===== config.mk =====
export PLATFORM = sky130hd
export DESIGN_NAME = float_to_fixed_pipe
export DESIGN_NICKNAME = d
export VERILOG_FILES = /design/src/rtl/float_to_fixed_pipe.sv
export SDC_FILE = /design/constraint.sdc
export NUM_CORES = 1
export LEC_CHECK = 0
export BUFFER_PORTS_ARGS = -buffer_cell sky130_fd_sc_hd__buf_2
export CORE_ASPECT_RATIO = 0.5
export CORE_MARGIN = 10
export CORE_UTILIZATION = 25
export CTS_CLUSTER_DIAMETER = 50
export CTS_CLUSTER_SIZE = 28
export DETAILED_ROUTE_END_ITERATION = 10
export GPL_TIMING_DRIVEN = 1
export HOLD_SLACK_MARGIN = 0.12
export SLEW_MARGIN = 20
export SYNTH_ARGS = -nofsm -noshare
export SYNTH_HDL_FRONTEND = slang
export SYNTH_SLANG_ARGS = --single-unit

===== constraint.sdc =====
create_clock -name clk -period 5.2 [get_ports clk]
set_input_delay 0.26 -clock clk [delete_from_list [all_inputs] [get_ports clk]]
set_output_delay 0.26 -clock clk [all_outputs]
set_load 0.01 [all_outputs]

===== src/rtl/float_to_fixed_pipe.sv =====
// Three-stage IEEE-754 single-precision to signed fixed-point converter feeding the CORDIC pipe.
// One global enable stalls every stage together, so downstream backpressure never drops or duplicates items.
module float_to_fixed_pipe #(
    parameter int OUT_W  = 22,
    parameter int FRAC_W = 19
) (
    input  logic             clk,
    input  logic             rst_n,
    input  logic [31:0]      float_in,
    input  logic             in_valid,
    output logic             in_ready,
    output logic [OUT_W-1:0] fixed_out,
    output logic             out_valid,
    input  logic             out_ready,
    output logic             out_ovf,
    output logic             out_nan
);
    localparam int               WIDE      = 24 + OUT_W;
    localparam logic [OUT_W-1:0] POS_MAX   = {1'b0, {(OUT_W-1){1'b1}}};
    localparam logic [OUT_W-1:0] NEG_MIN   = {1'b1, {(OUT_W-1){1'b0}}};
    localparam logic [WIDE-1:0]  EXACT_MAG = WIDE'(1) << (OUT_W - 1);

    logic en;

    assign en       = ~out_valid | out_ready;
    assign in_ready = en;

    logic        s1_valid;
    logic        s1_sign;
    logic        s1_zero;
    logic        s1_inf;
    logic        s1_nan;
    logic [7:0]  s1_exp;
    logic [23:0] s1_man;

    always_ff @(posedge clk or negedge rst_n) begin
        if (!rst_n) begin
            s1_valid <= 1'b0;
            s1_sign  <= 1'b0;
            s1_zero  <= 1'b0;
            s1_inf   <= 1'b0;
            s1_nan   <= 1'b0;
            s1_exp   <= '0;
            s1_man   <= '0;
        end else if (en) begin
            s1_valid <= in_valid;
            s1_sign  <= float_in[31];
            s1_zero  <= (float_in[30:23] == 8'h00);
            s1_inf   <= (float_in[30:23] == 8'hFF) && (float_in[22:0] == 23'd0);
            s1_nan   <= (float_in[30:23] == 8'hFF) && (float_in[22:0] != 23'd0);
            s1_exp   <= float_in[30:23];
            s1_man   <= {1'b1, float_in[22:0]};
        end
    end

    // Alignment: the magnitude lands in a wide vector so overflow and the exact -2^(OUT_W-1)
    // case can be detected the same way for both shift directions.
    logic signed [11:0] sh;
    logic [11:0]        rsh;
    logic [23:0]        rshifted;
    logic [WIDE-1:0]    mag_wide;
    logic [OUT_W-1:0]   align_mag;
    logic               align_ovf;
    logic               align_exact;

    always_comb begin
        sh          = 12'(s1_exp) + 12'(FRAC_W) - 12'd150;
        rsh         = -sh;
        rshifted    = '0;
        mag_wide    = '0;
        align_ovf   = 1'b0;
        align_exact = 1'b0;
        if (!sh[11]) begin
            if (sh[10:0] >= 11'(OUT_W - 1)) begin
                align_ovf = 1'b1;
            end else begin
                mag_wide = WIDE'(s1_man) << sh[10:0];
            end
        end else if (rsh < 12'd24) begin
            rshifted = s1_man >> rsh;
            mag_wide = WIDE'(rshifted);
        end
        if (|mag_wide[WIDE-1:OUT_W-1]) begin
            align_ovf = 1'b1;
        end
        align_exact = (mag_wide == EXACT_MAG);
        align_mag   = mag_wide[OUT_W-1:0];
    end

    logic             s2_valid;
    logic             s2_sign;
    logic             s2_zero;
    logic             s2_inf;
    logic             s2_nan;
    logic             s2_ovf;
    logic             s2_exact;
    logic [OUT_W-1:0] s2_mag;

    always_ff @(posedge clk or negedge rst_n) begin
        if (!rst_n) begin
            s2_valid <= 1'b0;
            s2_sign  <= 1'b0;
            s2_zero  <= 1'b0;
            s2_inf   <= 1'b0;
            s2_nan   <= 1'b0;
            s2_ovf   <= 1'b0;
            s2_exact <= 1'b0;
            s2_mag   <= '0;
        end else if (en) begin
            s2_valid <= s1_valid;
            s2_sign  <= s1_sign;
            s2_zero  <= s1_zero;
            s2_inf   <= s1_inf;
            s2_nan   <= s1_nan;
            s2_ovf   <= align_ovf;
            s2_exact <= align_exact;
            s2_mag   <= align_mag;
        end
    end

    // A magnitude of exactly 2^(OUT_W-1) is representable only as a negative result.
    logic [OUT_W-1:0] sat_val;
    logic             sat_ovf;
    logic             sat_nan;

    always_comb begin
        sat_val = '0;
        sat_ovf = 1'b0;
        sat_nan = 1'b0;
        if (s2_nan) begin
            sat_nan = 1'b1;
        end else if (s2_inf) begin
            sat_ovf = 1'b1;
            sat_val = s2_sign ? NEG_MIN : POS_MAX;
        end else if (s2_zero) begin
            sat_val = '0;
        end else if (!s2_sign) begin
            if (s2_ovf) begin
                sat_ovf = 1'b1;
                sat_val = POS_MAX;
            end else begin
                sat_val = s2_mag;
            end
        end else begin
            if (s2_ovf && !s2_exact) begin
                sat_ovf = 1'b1;
                sat_val = NEG_MIN;
            end else begin
                sat_val = -s2_mag;
            end
        end
    end

    always_ff @(posedge clk or negedge rst_n) begin
        if (!rst_n) begin
            out_valid <= 1'b0;
            fixed_out <= '0;
            out_ovf   <= 1'b0;
            out_nan   <= 1'b0;
        end else if (en) begin
            out_valid <= s2_valid;
            fixed_out <= sat_val;
            out_ovf   <= sat_ovf;
            out_nan   <= sat_nan;
        end
    end

endmodule


==> flow_metrics.env, run 1 <==
export IMPL_crit_top_cell="mux2_2"
export IMPL_slew_viol_final=0
export IMPL_vias_per_cell=5.51
export IMPL_fin_crit_sh_pct=84.2
export IMPL_syn_inst=1039
export IMPL_pwr_share_comb_pct=66.5
export IMPL_hold_viol=0
export IMPL_cts_sink_count=91
export IMPL_p_leak_nw=3.96
export IMPL_cpMaxStageDelayCell="ha_1"
export IMPL_synth_async_sr_flop_share_pct=100
export IMPL_synth_nets=1079
export IMPL_die_area_um2=41200
export IMPL_fp_dieH_um=149
export IMPL_p_int_w=0.00273
export IMPL_synthTopCellsByCount="nand2_1, nor2_1, dfrtp_1"
export IMPL_dpl_worst_slack_ps=903
export IMPL_setup_viol=0
export IMPL_seqPwrFrac_pct=22.0
export IMPL_hold_path_cell_count=3
export IMPL_hold_class="in -> reg"
export IMPL_syn_to_final_growth_pct=14.4
export IMPL_synth_flop_cell="dfrtp_1"
export IMPL_outcome="complete, no violations"
export IMPL_place_hpwl_um=22100
export IMPL_final_cell_area_um2=9460
export IMPL_synthTopCellsByArea="dfrtp_1, nand2_1, mux2i_1"
export IMPL_drive_above_1_share_pct=17.1
export IMPL_grt_usage_pct=14.1
export IMPL_power_frac_clock_pct=11.6
export IMPL_dr_pass1_iters=5
export IMPL_synth_edff_count=0
export IMPL_max_stage_delay_ps=880
export IMPL_cts_htree_levels=3
export IMPL_reg2reg_depth=10
export IMPL_num_vias=8306
export IMPL_rsz0062_at_grt="false"
export IMPL_portBuffers=61
export IMPL_pin_count=62
export IMPL_grt_max_degree=81
export IMPL_ys_warn_count=0
export IMPL_cellPowerDensity_nw_per_um2=595
export IMPL_clk_pin_slew_worst_paths_ps=70
export IMPL_p_total_w=0.00563
export IMPL_critPathArrivalTime_ps=4630
export IMPL_grt_pass1_wl_um=47100
export IMPL_synth_most_common_cell="nand2_1"
export IMPL_path_cells="ha_1 -> nor2b_1 -> mux2_2 -> or3_1 -> nand2_1 -> mux2_2 -> o22ai_1 -> and4bb_1 -> and4_1 -> a31o_1"
export IMPL_n_antenna_cell=0
export IMPL_tightest_slew_ps=964
export IMPL_placed_cell_area_um2=8930
export IMPL_wl_per_cell_um=19.8
export IMPL_synth_cell_type_count=87
export IMPL_cts_path_max_buffers=2
export IMPL_crit_path_end_kind="flop"
export IMPL_fin_skew_ps=11.1
export IMPL_finalSetupTns_ps=0
export IMPL_antenna_found_initial=0
export IMPL_clk_latency_ps=370
export IMPL_placedCellCount=1467
export IMPL_synth_area_leader_cell="dfrtp_1"
export IMPL_core_um2=32100
export IMPL_routed_wirelength_um=29900
export IMPL_critPathMaxFanout=24
export IMPL_fmax_ghz=0.229
export IMPL_synth_top_area_share_pct=27.5
export IMPL_nFillCells=3479
export IMPL_peakVddDrop_v=0.000181
export IMPL_swShare_pct=51.5
export IMPL_ys_seq_area_share_pct=27.5
export IMPL_grt_pass1_vias=7841
export IMPL_cts_inserted_buffers=9
export IMPL_syn_area_um2=8270
export IMPL_place_congestion=1.00
export IMPL_root_buffer="clkbuf_16"
export IMPL_critical_path_class="reg -> reg"
export IMPL_p_sw_w=0.00290
export IMPL_fin_ws_ps=824
export IMPL_fin_cells=1508
export IMPL_synth_seq_cells=91
export IMPL_dieWidth_um=277
export IMPL_relSlewSlack_pct=35.8
export IMPL_cap_violations=0
export IMPL_start_kind="flop"
export IMPL_drt_iter0_drc=911
export IMPL_ant_nets=0
export IMPL_nNetsFinal=1111
export IMPL_cp_required_ps=5460
export IMPL_route_detailed_drc=0
export IMPL_period_minus_slack_ps=4380
export IMPL_cts_tree="yes"
export IMPL_initial_utilization_pct=25.8
export IMPL_grt_overflow=0
export IMPL_syn_avg_cell_area_um2=7.96
export IMPL_rows=46
export IMPL_ctsResizeCount=0
==> state kept, by name, summed over array words and instances (netlist names), 8 cells and up <==
name       count
s2_mag        22
fixed_out     22
s1_exp         8
s1_man        24
==> through the flow <==
step | hold WS (ps) | util, %
after global placement | 247 | 27.8
final | 130 | 29.5
after CTS | 125 | 29.5
after detailed placement | 249 | 27.8
after floorplan | -35.6 | -
after global routing | 137 | 29.5
==> final timing paths <==
| path | startpoint | to | slack (ps) |
|---|---|---|---|
| setup / recovery | s1_exp[1] | s2_exact | 820 |
| hold / removal | float_in[15] | s1_man[15] | 130 |
| setup reg to reg | s1_exp[1] | s2_exact | 820 |
| hold reg to reg | s1_valid | s2_valid | 460 |
| max in group asynchronous | rst_n | s1_inf | 3680 |
| min in group asynchronous | rst_n | s1_exp[1] | 380 |
==> logic make-up after synthesis <==
logic type | share of synthesized area (%)
AOI/OAI and AO/OA | 22.0
adders and majority gates | 0.605
muxes | 17.7
xor gates and xnor gates | 2.89
buffers and inverters | 5.25
and+or+nand+nor | 24.1
DFF | 27.5
==> critical path: cells and delay by family (launching register included) <==
kind                       cells  cell delay (ps)
adders and majority gates      1              880
DFF                            1              650
AOI/OAI and AO/OA              2              450
muxes                          2              770
and+or+nand+nor                5             1500
==> layout make-up <==
type / count / area (um^2) / area share [%]
Timing Repair Buffer: 105 / 713 / 7.54
Clock buffer: 11 / 243 / 2.57
Multi-Input combinational cell: 848 / 5590 / 59.1
Inverter: 16 / 60.1 / 0.635
Sequential cell: 91 / 2280 / 24.1
Tap cell: 432 / 541 / 5.71
Clock inverter: 5 / 36.3 / 0.383
==> power groups by stage <==
stage / Combinational [W] / Clock (W) / Sequential [W]
floorplan: 0.00267 / 0 / 0.00114
global placement: 0.00369 / 0 / 0.00124
detailed placement: 0.00363 / 0 / 0.00124
CTS: 0.00367 / 0.000676 / 0.00123
global route: 0.00404 / 0.000699 / 0.00128
finish: 0.00374 / 0.000651 / 0.00124
==> per-layer routing <==
layer / up-vias / global-route usage (%) / wire length [um]
met5: - / 0 / 0
met4: 0 / 4.92 / 786
met3: 52 / 2.48 / 1840
met2: 320 / 21.9 / 13400
met1: 4048 / 19.4 / 13900
li1: 3886 / - / -
==> layout by cell type (no fill, tap or decap), types with 22 or more instances in the layout <==
cell type	instances
dfrtp_1	90
nand2_1	185
nor2_1	97
nand3_1	22
mux2_2	36
a21oi_1	60
o21ai_0	70
mux4_2	22
dlygate4sd3_1	25
nor3_1	28
buf_2	60
mux2i_1	56
==> timing repair <==
action,in CTS,in global routing
endpoints found under the setup margin,0,0
hold endpoints to repair,54,0
setup buffers,0,0
hold buffers,25,0
No activity file was read; power rests on OpenSTA's default activity.
==> inputs of run 2 (changes only) <==
Settings changed: ABC_AREA set to 1.
Clock period 5.2 ns to 4.05 ns, I/O delays scaled along.
==> flow_metrics.env, run 2 <==
export IMPL_cts_setup_buffers=0
export IMPL_synth_edff_count=0
export IMPL_vias_per_cell=5.13
export IMPL_p_total_w=0.00683
export IMPL_synthTopCellsByArea="dfrtp_1, nand3_1, nand2_1"
export IMPL_cpMaxStageDelayCell="dfrtp_1"
export IMPL_p_leak_nw=4.36
export IMPL_drt_iter0_drc=1181
export IMPL_num_vias=9140
export IMPL_seqPwrFrac_pct=21.1
export IMPL_routed_wirelength_um=30100
export IMPL_critPathArrivalTime_ps=3640
export IMPL_synthSimpleGateAreaFrac_pct=47.1
export IMPL_whs_ps=115
export IMPL_critical_path_class="reg -> reg"
export IMPL_placedCellCount=1746
export IMPL_power_frac_clock_pct=13.2
export IMPL_wl_per_cell_um=16.9
export IMPL_final_common_cell="nand2_1"
export IMPL_pwr_share_comb_pct=65.7
export IMPL_syn_area_um2=8020
export IMPL_portBuffers=61
export IMPL_clk_latency_ps=370
export IMPL_grt_overflow=0
export IMPL_crit_path_end_kind="flop"
export IMPL_synth_compound_area_share_pct=13.2
export IMPL_grt_pass1_wl_um=48000
export IMPL_synthTopCellsByCount="nand2_1, nand3_1, o21ai_0"
export IMPL_start_kind="flop"
export IMPL_tightest_slew_ps=863
export IMPL_pin_count=62
export IMPL_ys_seq_area_share_pct=28.4
export IMPL_hold_viol=0
export IMPL_synth_most_common_cell="nand2_1"
export IMPL_dr_pass1_iters=6
export IMPL_route_detailed_drc=0
export IMPL_peakVddDrop_v=0.000292
export IMPL_cts_tree="yes"
export IMPL_rsz0062_at_grt="false"
export IMPL_synth_xor_area_share_pct=1.11
export IMPL_slew_viol_final=0
export IMPL_cts_inserted_buffers=9
export IMPL_ys_warn_count=0
export IMPL_die_area_um2=40100
export IMPL_rows=46
export IMPL_synth_top_area_share_pct=28.4
export IMPL_n_antenna_cell=0
export IMPL_grt_pass1_vias=8593
export IMPL_p_sw_w=0.00385
export IMPL_critPathMaxFanout=38
export IMPL_p_int_w=0.00298
export IMPL_crit_top_cell="nand2_1"
export IMPL_grt_max_degree=73
export IMPL_ant_nets=0
export IMPL_cts_htree_levels=3
export IMPL_grt_usage_pct=14.8
export IMPL_outcome="complete, no violations"
export IMPL_cellPowerDensity_nw_per_um2=741
export IMPL_cp_required_ps=4310
export IMPL_period_minus_slack_ps=3380
export IMPL_nFillCells=3564
export IMPL_relSlewSlack_pct=42.5
export IMPL_core_um2=31700
export IMPL_min_from="float_in[2]"
export IMPL_cp_top_family="simple AND/OR/NAND/NOR gates"
export IMPL_fp_dieH_um=147
export IMPL_swShare_pct=56.4
export IMPL_clk_pin_slew_worst_paths_ps=80
export IMPL_nNetsFinal=1386
export IMPL_fmax_ghz=0.296
export IMPL_synth_top_family_by_area="simple AND/OR/NAND/NOR gates"
export IMPL_synth_seq_cells=91
export IMPL_dieWidth_um=273
export IMPL_rrSetupSlack_ps=670
export IMPL_syn_to_final_growth_pct=15.0
export IMPL_worst_path_buf_inv=2
export IMPL_reg2reg_depth=22
export IMPL_synth_area_leader_cell="dfrtp_1"
export IMPL_synthMuxAreaShare_pct=0
export IMPL_path_cells="ha_1 -> nor2_1 -> nand2_1 -> nand2_4 -> inv_2 -> nand3_1 -> nand2_1 -> nand2_1 -> buf_4 -> nand4_1 -> nand3_1 -> nand3_1 -> nand3_1 -> nand2_1 -> nand2_1 -> nand2_1 -> nand2_1 -> nor2_1 -> nand2_1 -> nor2_1 -> nand3_1 -> nand2_1"
export IMPL_top_register="s1_man"
export IMPL_syn_inst=1308
export IMPL_initial_utilization_pct=25.3
export IMPL_timing_rr_start="s1_exp[0]"
export IMPL_syn_avg_cell_area_um2=6.13
export IMPL_cts_path_max_buffers=2
export IMPL_finalSetupTns_ps=0
export IMPL_hold_path_cell_count=3
export IMPL_antenna_found_initial=0
export IMPL_drive_above_1_share_pct=9.92
export IMPL_synth_nets=1348
export IMPL_final_cell_mix="nand2_1, nand3_1, o21ai_0"
export IMPL_reg_top3="s1_man x24, fixed_out x22, s2_mag x22"
export IMPL_fin_skew_ps=18.0
export IMPL_synth_flop_cell="dfrtp_1"
export IMPL_fin_cells=1783
export IMPL_max_stage_delay_ps=470
export IMPL_root_buffer="clkbuf_16"
export IMPL_cts_sink_count=91
export IMPL_r2r_end="s2_exact"
export IMPL_cap_violations=0
export IMPL_fin_crit_sh_pct=83.4
export IMPL_synth_cell_type_count=44
export IMPL_largest_reg_flops=24
export IMPL_synth_async_sr_flop_share_pct=100
export IMPL_yosys_area_share_adder_pct=0.624
export IMPL_setup_viol=0
export IMPL_place_hpwl_um=22400
export IMPL_place_congestion=0.949
export IMPL_hold_class="in -> reg"
export IMPL_min_to="s1_man[2]"
run 2: cell types whose count changed in the layout (fill, tap and decap cells not counted), sizes merged, moves of 23 or more:
cell / change
inv: +93
mux2: -36
nand2: +170
nand3: +263
nor3: -23
mux2i: -56
o21ai: +38
nand4: +57
run 2: per-stage QoR:
step	utilization (%)	instance area [um^2]	setup WS, ps
after global placement	27.5	8700	723
after CTS	29.1	9210	726
after detailed placement	27.5	8700	770
final	29.1	9210	670
after global routing	29.1	9210	397
after floorplan	-	8020	383
run 2: what timing repair did:
action / in CTS / in global routing
hold buffers: 21 / 0
resized for setup: 0 / 0
hold endpoints to repair: 69 / 0
endpoints found under the setup margin: 0 / 0
run 2: how the worst max path moves through the flow:
| stage | start | endpoint | cells past startpoint | slack, ps |
|---|---|---|---|---|
| 6_report | s1_exp[0] | s2_exact | 22 | 670 |
| 4_1_cts | s1_exp[0] | s2_exact | 17 | 730 |
| 3_3_place_gp | s1_exp[0] | s2_exact | 19 | 720 |
| 3_5_place_dp | s1_exp[0] | s2_exact | 17 | 770 |
| 5_1_grt | s1_exp[0] | s2_exact | 17 | 400 |
| 2_1_floorplan | s1_exp[0] | s2_exact | 28 | 380 |
run 2: cells by family after synthesis:
kind of cell | Yosys count
flip-flops | 91
adder cells (fa/ha/maj) | 4
AO/OA/AOI/OAI | 196
buffers and inverters | 186
XOR/XNOR | 8
AND/OR/NAND/NOR | 823
run 2: per-layer routing:
layer	global-route usage, %	wire length (um)	up-vias
li1	-	-	4520
met1	20.6	14000	4197
met2	22.8	13200	368
met3	2.15	1920	55
met4	5.11	884	0
met5	0	0	-
run 2: worst reg2reg max path, cell delays in order, from the launching register on:
cell and delay (ps):
dfrtp_1 470, ha_1 260, nor2_1 230, nand2_1 170
nand2_4 150, inv_2 100, nand3_1 100, nand2_1 60
nand2_1 140, buf_4 360, nand4_1 180, nand3_1 170
nand3_1 170, nand3_1 140, nand2_1 60, nand2_1 60
nand2_1 80, nand2_1 110, nor2_1 50, nand2_1 60
nor2_1 40, nand3_1 70, nand2_1 50
run 2: area by class of cell:
class                   instances  area, um^2  share of cell area, %
inverters                     105         394                   4.28
flip-flops and latches         91        2280                   24.7
multi-input cells            1031        4980                   54.1
clock inverters                 7        81.3                  0.883
repair buffers                108         713                   7.74
clock buffers                   9         225                   2.44
well taps                     432         541                   5.87
run 2: power by group through the flow:
stage / logic [W] / registers (W) / clock network, W
finish: 0.00449 / 0.00144 / 0.000899
global route: 0.00501 / 0.00148 / 0.000948
CTS: 0.00444 / 0.00144 / 0.000910
detailed placement: 0.00440 / 0.00145 / 0
global placement: 0.00442 / 0.00145 / 0
floorplan: 0.00316 / 0.00141 / 0
